$ cat src/rtl/POLI_types_pkg.sv
// Shared POLI bus types: word size, CRC peripheral register addresses, status/control
// bit positions and the CRC engine state encoding.
package POLI_types_pkg;

    localparam int unsigned WORD_SIZE = 32;

    localparam logic [WORD_SIZE-1:0] CRC_CONFIG_ADDR  = 32'h0000_0000;
    localparam logic [WORD_SIZE-1:0] CRC_INPUT_ADDR   = 32'h0000_0004;
    localparam logic [WORD_SIZE-1:0] CRC_CONTROL_ADDR = 32'h0000_0008;
    localparam logic [WORD_SIZE-1:0] CRC_STATUS_ADDR  = 32'h0000_000C;
    localparam logic [WORD_SIZE-1:0] CRC_OUTPUT_ADDR  = 32'h0000_0010;

    localparam int unsigned CRC_STATUS_DONE_BIT = 0;
    localparam int unsigned CRC_STATUS_BUSY_BIT = 1;
    localparam int unsigned CRC_CTRL_START_BIT  = 0;

    typedef enum logic [0:0] {
        CRC_IDLE  = 1'b0,
        CRC_SHIFT = 1'b1
    } crc_state_t;

endpackage

$ cat src/rtl/crc32_serial_engine.sv
// Bit-serial, MSB-first 32-bit CRC: one data bit per cycle, no reflection, no final XOR.
module crc32_serial_engine
    import POLI_types_pkg::*;
(
    input  logic        CLK,
    input  logic        nRST,
    input  logic        start,
    input  logic [31:0] poly,
    input  logic [31:0] data,
    input  logic [31:0] seed,
    output logic [31:0] crc,
    output logic        busy,
    output logic        done
);

    crc_state_t  state_q, state_d;
    logic [31:0] crc_q, crc_d;
    logic [4:0]  bitcnt_q, bitcnt_d;
    logic        done_q, done_d;
    logic        fb;

    always_ff @(posedge CLK or negedge nRST) begin
        if (!nRST) begin
            state_q  <= CRC_IDLE;
            crc_q    <= '0;
            bitcnt_q <= '0;
            done_q   <= 1'b0;
        end else begin
            state_q  <= state_d;
            crc_q    <= crc_d;
            bitcnt_q <= bitcnt_d;
            done_q   <= done_d;
        end
    end

    // A start seen while shifting is ignored, so the bit counter is never restarted mid-run.
    always_comb begin
        state_d  = state_q;
        crc_d    = crc_q;
        bitcnt_d = bitcnt_q;
        done_d   = done_q;
        fb       = 1'b0;
        case (state_q)
            CRC_IDLE: begin
                if (start) begin
                    state_d  = CRC_SHIFT;
                    crc_d    = seed;
                    bitcnt_d = 5'd31;
                    done_d   = 1'b0;
                end
            end
            CRC_SHIFT: begin
                fb       = crc_q[31] ^ data[bitcnt_q];
                crc_d    = {crc_q[30:0], 1'b0} ^ (fb ? poly : 32'h0);
                bitcnt_d = bitcnt_q - 5'd1;
                if (bitcnt_q == 5'd0) begin
                    state_d = CRC_IDLE;
                    done_d  = 1'b1;
                end
            end
            default: state_d = CRC_IDLE;
        endcase
    end

    assign crc  = crc_q;
    assign busy = (state_q == CRC_SHIFT);
    assign done = done_q;

endmodule

$ cat src/rtl/apb_crc_responder.sv
// APB-style completer for the POLI CRC peripheral: registered PREADY handshake with
// programmable wait states, register file and address decode around the serial CRC engine.
module apb_crc_responder
    import POLI_types_pkg::*;
#(
    parameter logic [31:0] SEED        = 32'h0000_0000,
    parameter int unsigned WAIT_STATES = 1
)
(
    input  logic                 CLK,
    input  logic                 nRST,
    input  logic                 PSEL,
    input  logic                 PENABLE,
    input  logic                 PWRITE,
    input  logic [WORD_SIZE-1:0] PADDR,
    input  logic [WORD_SIZE-1:0] PWDATA,
    output logic [WORD_SIZE-1:0] PRDATA,
    output logic                 PREADY
);

    logic [31:0]          poly_q;
    logic [31:0]          data_q;
    logic [3:0]           wait_cnt;
    logic                 pready_q;
    logic [WORD_SIZE-1:0] prdata_q;
    logic [WORD_SIZE-1:0] rd_value;
    logic [31:0]          crc;
    logic                 busy;
    logic                 done;
    logic                 write_commit;
    logic                 start;
    logic                 unused_penable;

    // The initiator may loop PREADY back onto PENABLE, so PENABLE plays no part in the handshake.
    assign unused_penable = PENABLE;

    assign write_commit = PSEL && pready_q && PWRITE && !busy;
    assign start        = write_commit && (PADDR == CRC_CONTROL_ADDR) && PWDATA[CRC_CTRL_START_BIT];

    always_comb begin
        rd_value = '0;
        case (PADDR)
            CRC_CONFIG_ADDR:  rd_value = poly_q;
            CRC_INPUT_ADDR:   rd_value = data_q;
            CRC_CONTROL_ADDR: rd_value[CRC_CTRL_START_BIT] = busy;
            CRC_STATUS_ADDR: begin
                rd_value[CRC_STATUS_BUSY_BIT] = busy;
                rd_value[CRC_STATUS_DONE_BIT] = done;
            end
            CRC_OUTPUT_ADDR:  rd_value = crc;
            default:          rd_value = '0;
        endcase
    end

    // Read data is captured on the same edge that raises PREADY and cleared with it.
    always_ff @(posedge CLK or negedge nRST) begin
        if (!nRST) begin
            pready_q <= 1'b0;
            prdata_q <= '0;
            wait_cnt <= '0;
        end else if (pready_q) begin
            pready_q <= 1'b0;
            prdata_q <= '0;
            wait_cnt <= '0;
        end else if (PSEL) begin
            if (wait_cnt == 4'(WAIT_STATES - 1)) begin
                pready_q <= 1'b1;
                prdata_q <= rd_value;
                wait_cnt <= '0;
            end else begin
                wait_cnt <= wait_cnt + 4'd1;
            end
        end else begin
            wait_cnt <= '0;
        end
    end

    always_ff @(posedge CLK or negedge nRST) begin
        if (!nRST) begin
            poly_q <= '0;
            data_q <= '0;
        end else if (write_commit) begin
            if (PADDR == CRC_CONFIG_ADDR) poly_q <= PWDATA;
            if (PADDR == CRC_INPUT_ADDR)  data_q <= PWDATA;
        end
    end

    crc32_serial_engine u_engine (
        .CLK   (CLK),
        .nRST  (nRST),
        .start (start),
        .poly  (poly_q),
        .data  (data_q),
        .seed  (SEED),
        .crc   (crc),
        .busy  (busy),
        .done  (done)
    );

    assign PREADY = pready_q;
    assign PRDATA = prdata_q;

endmodule

$ cat config.mk
export PLATFORM = sky130hd
export DESIGN_NAME = apb_crc_responder
export DESIGN_NICKNAME = d
export VERILOG_FILES = /design/src/rtl/POLI_types_pkg.sv /design/src/rtl/crc32_serial_engine.sv /design/src/rtl/apb_crc_responder.sv
export SDC_FILE = /design/constraint.sdc
export NUM_CORES = 1
export LEC_CHECK = 0
export ABC_AREA = 1
export CORE_MARGIN = 1
export CORE_UTILIZATION = 56
export DETAILED_ROUTE_END_ITERATION = 8
export PLACE_DENSITY = 0.89
export SYNTH_ARGS = -nofsm -noshare
export SYNTH_HDL_FRONTEND = slang
export SYNTH_HIERARCHICAL = 1
export SYNTH_SLANG_ARGS = --single-unit
$ cat constraint.sdc
create_clock -name CLK -period 2.2 [get_ports CLK]
set_input_delay 0.44 -clock CLK [delete_from_list [all_inputs] [get_ports CLK]]
set_output_delay 0.44 -clock CLK [all_outputs]
set_load 0.02 [all_outputs]
* After elaboration in Yosys (flattened, before gate mapping)
Index checks and enable logic that the tools add are counted.
W data, S select, Z words.
** Storage, ports and cells
- Flip-flop bits (word level) :: 140
- Input port bits :: 69
- Output and inout port bits :: 33
** Operators by class
- Add/subtract/negate cells :: 2
- Magnitude comparators :: 1
- Equal/unequal tests :: 6
- Muxes and demuxes :: 25
- Bitwise operators :: 3
- Reductions and logical operators :: 15
** Operators by type and width (count)
- $mux W32 :: 5
- $pmux W30 S3 :: 1
- $eq A32 B4 Y1 const B :: 2
- $pmux W32 S2 :: 1
- $eq A32 B3 Y1 const B :: 1
- $eq A32 B5 Y1 const B :: 1
- $logic_not A32 Y1 :: 1
- $xor A32 B32 Y32 :: 1
- $mux W4 :: 3
- $pmux W5 S2 :: 1
- $mux W1 :: 8
- $reduce_and A2 Y1 :: 4
- $lt A5 B6 Y1 const B :: 1
- $bmux W1 S5 :: 1
- $logic_and A1 B1 Y1 :: 5
- $logic_not A5 Y1 :: 1
- $mux W5 :: 1
- $pmux W1 S5 :: 1
- $sub A5 B1 Y5 const B :: 1
- $add A4 B1 Y4 const B :: 1
- $logic_not A4 Y1 :: 1
- $ne A2 B2 Y1 const B :: 2
- $pmux W1 S2 :: 2
- $pmux W1 S4 :: 1
- other kinds (4) :: 5

* Logic depth before layout (Yosys ltp)
Gate-level depths: netlist of run 1.
- Depth in word-level cells :: 7
- Gate-level depth with buffers :: 16

* Cells and area by module
The synthesis of run 1 kept the hierarchy.
** Modules (own cells, without submodules)
- apb_crc_responder :: instances 1, cells each 635, area each 5206.2 sq um
- crc32_serial_engine :: instances 1, cells each 446, area each 2817.7 sq um

* Worst setup path after synthesis of run 1
No wires, ideal clock.
- Path type :: reg-to-reg
- Start point :: reg pready_q, in the netlist PREADY
- End point :: reg u_engine.crc_q[10], in the netlist u_engine/crc[10]
- Arrival :: 1848 ps
- Path slack :: 234 ps
- Stages on the path, launching flop included :: 11
- Path buffers :: 1
- Period minus slack after synthesis :: 1966 ps
- Cell sequence :: dfrtp_1 > nand3_1 > nor2_2 > nand2_1 > nor4_1 > nor2_1 > inv_1 > clkbuf_1 > o21ai_0 > inv_1 > nand2_1
** Between the ends
- Longest elaborated chain between the ends :: 6
** RTL lines
- from (decl) :: line apb_crc_responder.sv:24 : logic pready_q;
- from (signal assigned) :: line apb_crc_responder.sv:58 : pready_q <= 1'b0;
- from (signal assigned) :: line apb_crc_responder.sv:62 : pready_q <= 1'b0;
- from (signal assigned) :: line apb_crc_responder.sv:67 : pready_q <= 1'b1;
- $logic_and A1 B1 Y1 (3 in series) :: line apb_crc_responder.sv:37 : assign write_commit = PSEL && pready_q && PWRITE && !busy;
- $logic_and A1 B1 Y1 (2 in series) :: line apb_crc_responder.sv:38 : assign start = write_commit && (PADDR == CRC_CONTROL_ADDR) && PWDATA[CRC_CTRL_START_BIT];
- via start :: line apb_crc_responder.sv:31 : logic start;
- $ne A2 B2 Y1 (no line)
- to (signal assigned) :: line crc32_serial_engine.sv:30 : crc_q <= crc_d;
- to (decl) :: line crc32_serial_engine.sv:17 : logic [31:0] crc_q, crc_d;
The timed path passes the listed nets, and every way through them passes these cells.
A chain may end at the register's enable or synchronous reset.

* Worst setup path after layout of run 1
- Start point :: in PADDR[6]
- End point :: reg u_engine.crc_q[21], in the netlist u_engine/crc[21]
** Between the ends
- Longest elaborated chain between the ends :: 4
** RTL lines
- from (decl) :: line apb_crc_responder.sv:15 : input logic [WORD_SIZE-1:0] PADDR,
- $eq A32 B4 Y1 :: line apb_crc_responder.sv:38
- $logic_and A1 B1 Y1 (2 in series) :: line apb_crc_responder.sv:38
- via start :: line apb_crc_responder.sv:31
- $ne A2 B2 Y1 (no line)
The timed path passes the listed nets, and every way through them passes these cells.

==> impl_metrics.tcl, run 1 <==
set metrics [dict create \
    hold_path.class "reg -> reg" \
    tritoncts "done" \
    crit_family "buffers and inverters" \
    fin_nets 1306 \
    syn-instance-count 1081 \
    ir_drop_v 0.0005564 \
    arrival_ps 2370 \
    critPathCaptureType "flip-flop" \
    io_buffer_count 100 \
    rsz0062_at_grt "false" \
    crit_top_cell "inv_1" \
    grt_pass1_vias 7761 \
    fin_util_pct 73.18 \
    hpwl_um 14010 \
    ys_types 37 \
    setup_viol 0 \
    start_kind "input port" \
    totalWireLength_um 21040 \
    cp_slowest_cell "clkdlybuf4s50_1" \
    grt_overflow_total 0 \
    start_util_pct 57.58 \
    slew_viol_final 0 \
    clk_path_buf_depth 2 \
    die-area_um2 14810 \
    dr.pass1.iters 6 \
    io-pin-count 102 \
    cp.required_ps 2520 \
    synth_edf_count 0 \
    die_x_um 121.7 \
    grt_usage_pct 31.16 \
    synthArstFlopShare_pct 100.0 \
    cts-root-buf "clkbuf_16" \
    antenna_cells 0 \
    htree_levels 4 \
    synth_seq_area_share_pct 43.66 \
    drive_above_1_share_pct 14.29 \
    grt_max_degree 65 \
    path_cells "clkdlybuf4s50_1 > inv_1 > nand2_2 > nor2_4 > nand2_1 > nor4_2 > buf_4 > nor2_1 > inv_1 > buf_12 > o21ai_0 > inv_1 > nand2_1" \
    clk_transition_reported_paths_ps 60 \
    critical_path_class "in -> reg" \
    drc 0 \
    max_stage_delay_ps 430 \
    antenna_left 0 \
    synthFlopType "dfrtp_1" \
    final_common_cell "nand2_1" \
    cts_inserted_buffers 17 \
    worst-path-max-fanout 23 \
    clock_latency_ps 430 \
    status "finished, final reports clean" \
    ys_ff_latch 140 \
    grt_pass1_wl_um 35900 \
    cp_num_buf_inv 6 \
    die_y_um 121.7 \
    gp_congestion 0.9086 \
    total_power_uw 6028 \
    via_count 7794 \
    syn_area_um2 8024 \
    core_um2 13930 \
    rows 43 \
    layout_common_cells "nand2_1 (340), nand3_1 (223), dfrtp_1 (140)" \
    postCtsSetupBuffers 0 \
    wl_per_cell_um 14.76 \
    fmax_mhz 486.8 \
    ys_warn_count 6 \
    synth.avg_cell_area_um2 7.423 \
    antenna_found_initial 0 \
    hold_violations 0 \
    p_leak_uw 0.005080 \
    power.density_nw_per_um2 591.1 \
    vias_per_cell 5.466 \
    cts_sinks 140 \
    period_share_pct 93.37 \
    drtIter0Drc 778 \
    syn_to_final_growth_pct 27.09 \
    finClkSkew_ps 5.815 \
    fin_crit_ps 2054 \
    maxCapViolations 0 \
]
-- state kept, by name, summed over array words and instances (netlist names), 4 cells and up --
name,flops
PRDATA,32
wait_cnt,4
data_q,32
poly_q,32
u_engine/bitcnt_q,5
u_engine/crc,32
-- layer usage --
metal | GRT usage, % | wire [um] | vias up
met5 | 0 | 0 | -
met4 | 13.97 | 575 | 0
met3 | 7.116 | 1526 | 66
met2 | 53.02 | 10570 | 344
met1 | 37.63 | 8370 | 3663
li1 | - | - | 3721
-- kinds of logic after synthesis --
group,after synthesis,synth area share [%]
AOI/OAI and AO/OA,104,8.077
xor gates and xnor gates,2,0.2183
adders and majority gates,3,0.4678
buffers and inverters,189,11.43
DFF,140,43.66
other,1,0.04674
and+or+nand+nor,642,36.10
-- report_power, final --
part / internal (uW) / switching [uW] / leakage [uW] / total (uW)
Clock: 2060 / 1100 / 0.000315 / 3150
Sequential: 2580 / 2.21 / 0.00176 / 2580
Combinational: 148 / 148 / 0.00301 / 296
-- through the flow --
| step | setup TNS, ps | setup slack [ps] | hold WS, ps | std cells | cell area [um2] |
|---|---|---|---|---|---|
| 3_3_place_gp | -6401 | -214.6 | 407.3 | 1394 | 9534 |
| 4_1_cts | 0 | 80.11 | 480.5 | 1426 | 10190 |
| 3_5_place_dp | -8208 | -261.6 | 404.7 | 1394 | 9534 |
| 5_1_grt | 0 | 51.36 | 500.8 | 1426 | 10200 |
| 2_1_floorplan | 0 | 233.9 | 144.4 | 1112 | 8140 |
| 6_report | 0 | 145.9 | 476.5 | 1426 | 10200 |
-- layout make-up --
type                            count  area, um2
Sequential cell                   140       3503
Multi-Input combinational cell    783       3726
Fill cell                         983       3737
Inverter                          131      495.5
Tap cell                          180      225.2
Clock buffer                       19      452.9
Timing Repair Buffer              161       1600
Clock inverter                     12      193.9
-- final timing paths --
path	start	end	slack, ps	cells after the start
min in group asynchronous	nRST	PRDATA[27]	520	2
worst max register to register	u_engine/bitcnt_q[0]	u_engine/crc[31]	190	14
max in group asynchronous	nRST	PRDATA[24]	1040	3
worst max-delay path	PADDR[6]	u_engine/crc[21]	150	13
worst min-delay path	PRDATA[16]	PRDATA[16]	480	2
worst min register to register	PRDATA[16]	PRDATA[16]	480	2
-- cells in the mapped netlist (2+ instances only) --
library cell	count	area, um2
nand2_1	340	1276
inv_2	3	11.26
o21ai_1	32	160.2
nor2_2	7	43.79
o21ai_2	32	280.3
buf_6	16	180.2
buf_2	17	85.08
buf_4	8	60.06
ha_1	3	37.54
nand3_1	223	1116
nor2_1	25	93.84
inv_1	125	469.2
nand2_4	2	22.52
nand3_2	4	40.04
o21ai_0	37	185.2
dfrtp_1	140	3503
clkbuf_1	12	45.04
nand4_1	3	18.77
nand2_2	29	181.4
buf_1	3	11.26
nor2_4	3	33.78
buf_12	2	40.04
-- worst min-delay path: stages (launching register included) --
cell and delay [ps]:
dfrtp_1 340, nand2_1 50, nand2_1 50
-- what timing repair did --
item                                    in CTS  in global routing
resized for setup                            0                  1
endpoints found under the setup margin       0                 11
hold buffers                                 1                  0
endpoints found under the hold margin       42                  0
No activity file was read; power rests on OpenSTA's default activity.
==> run 2: changes to the inputs <==
--- a/config.mk
+++ b/config.mk
@@ -9,6 +9,7 @@
 export CORE_MARGIN = 1
 export CORE_UTILIZATION = 56
 export DETAILED_ROUTE_END_ITERATION = 8
+export GPL_ROUTABILITY_DRIVEN = 1
 export PLACE_DENSITY = 0.89
 export SYNTH_ARGS = -nofsm -noshare
 export SYNTH_HDL_FRONTEND = slang
==> results of run 2 <==
Same layout as run 1: the final DEF is identical, and so are final timing and power.
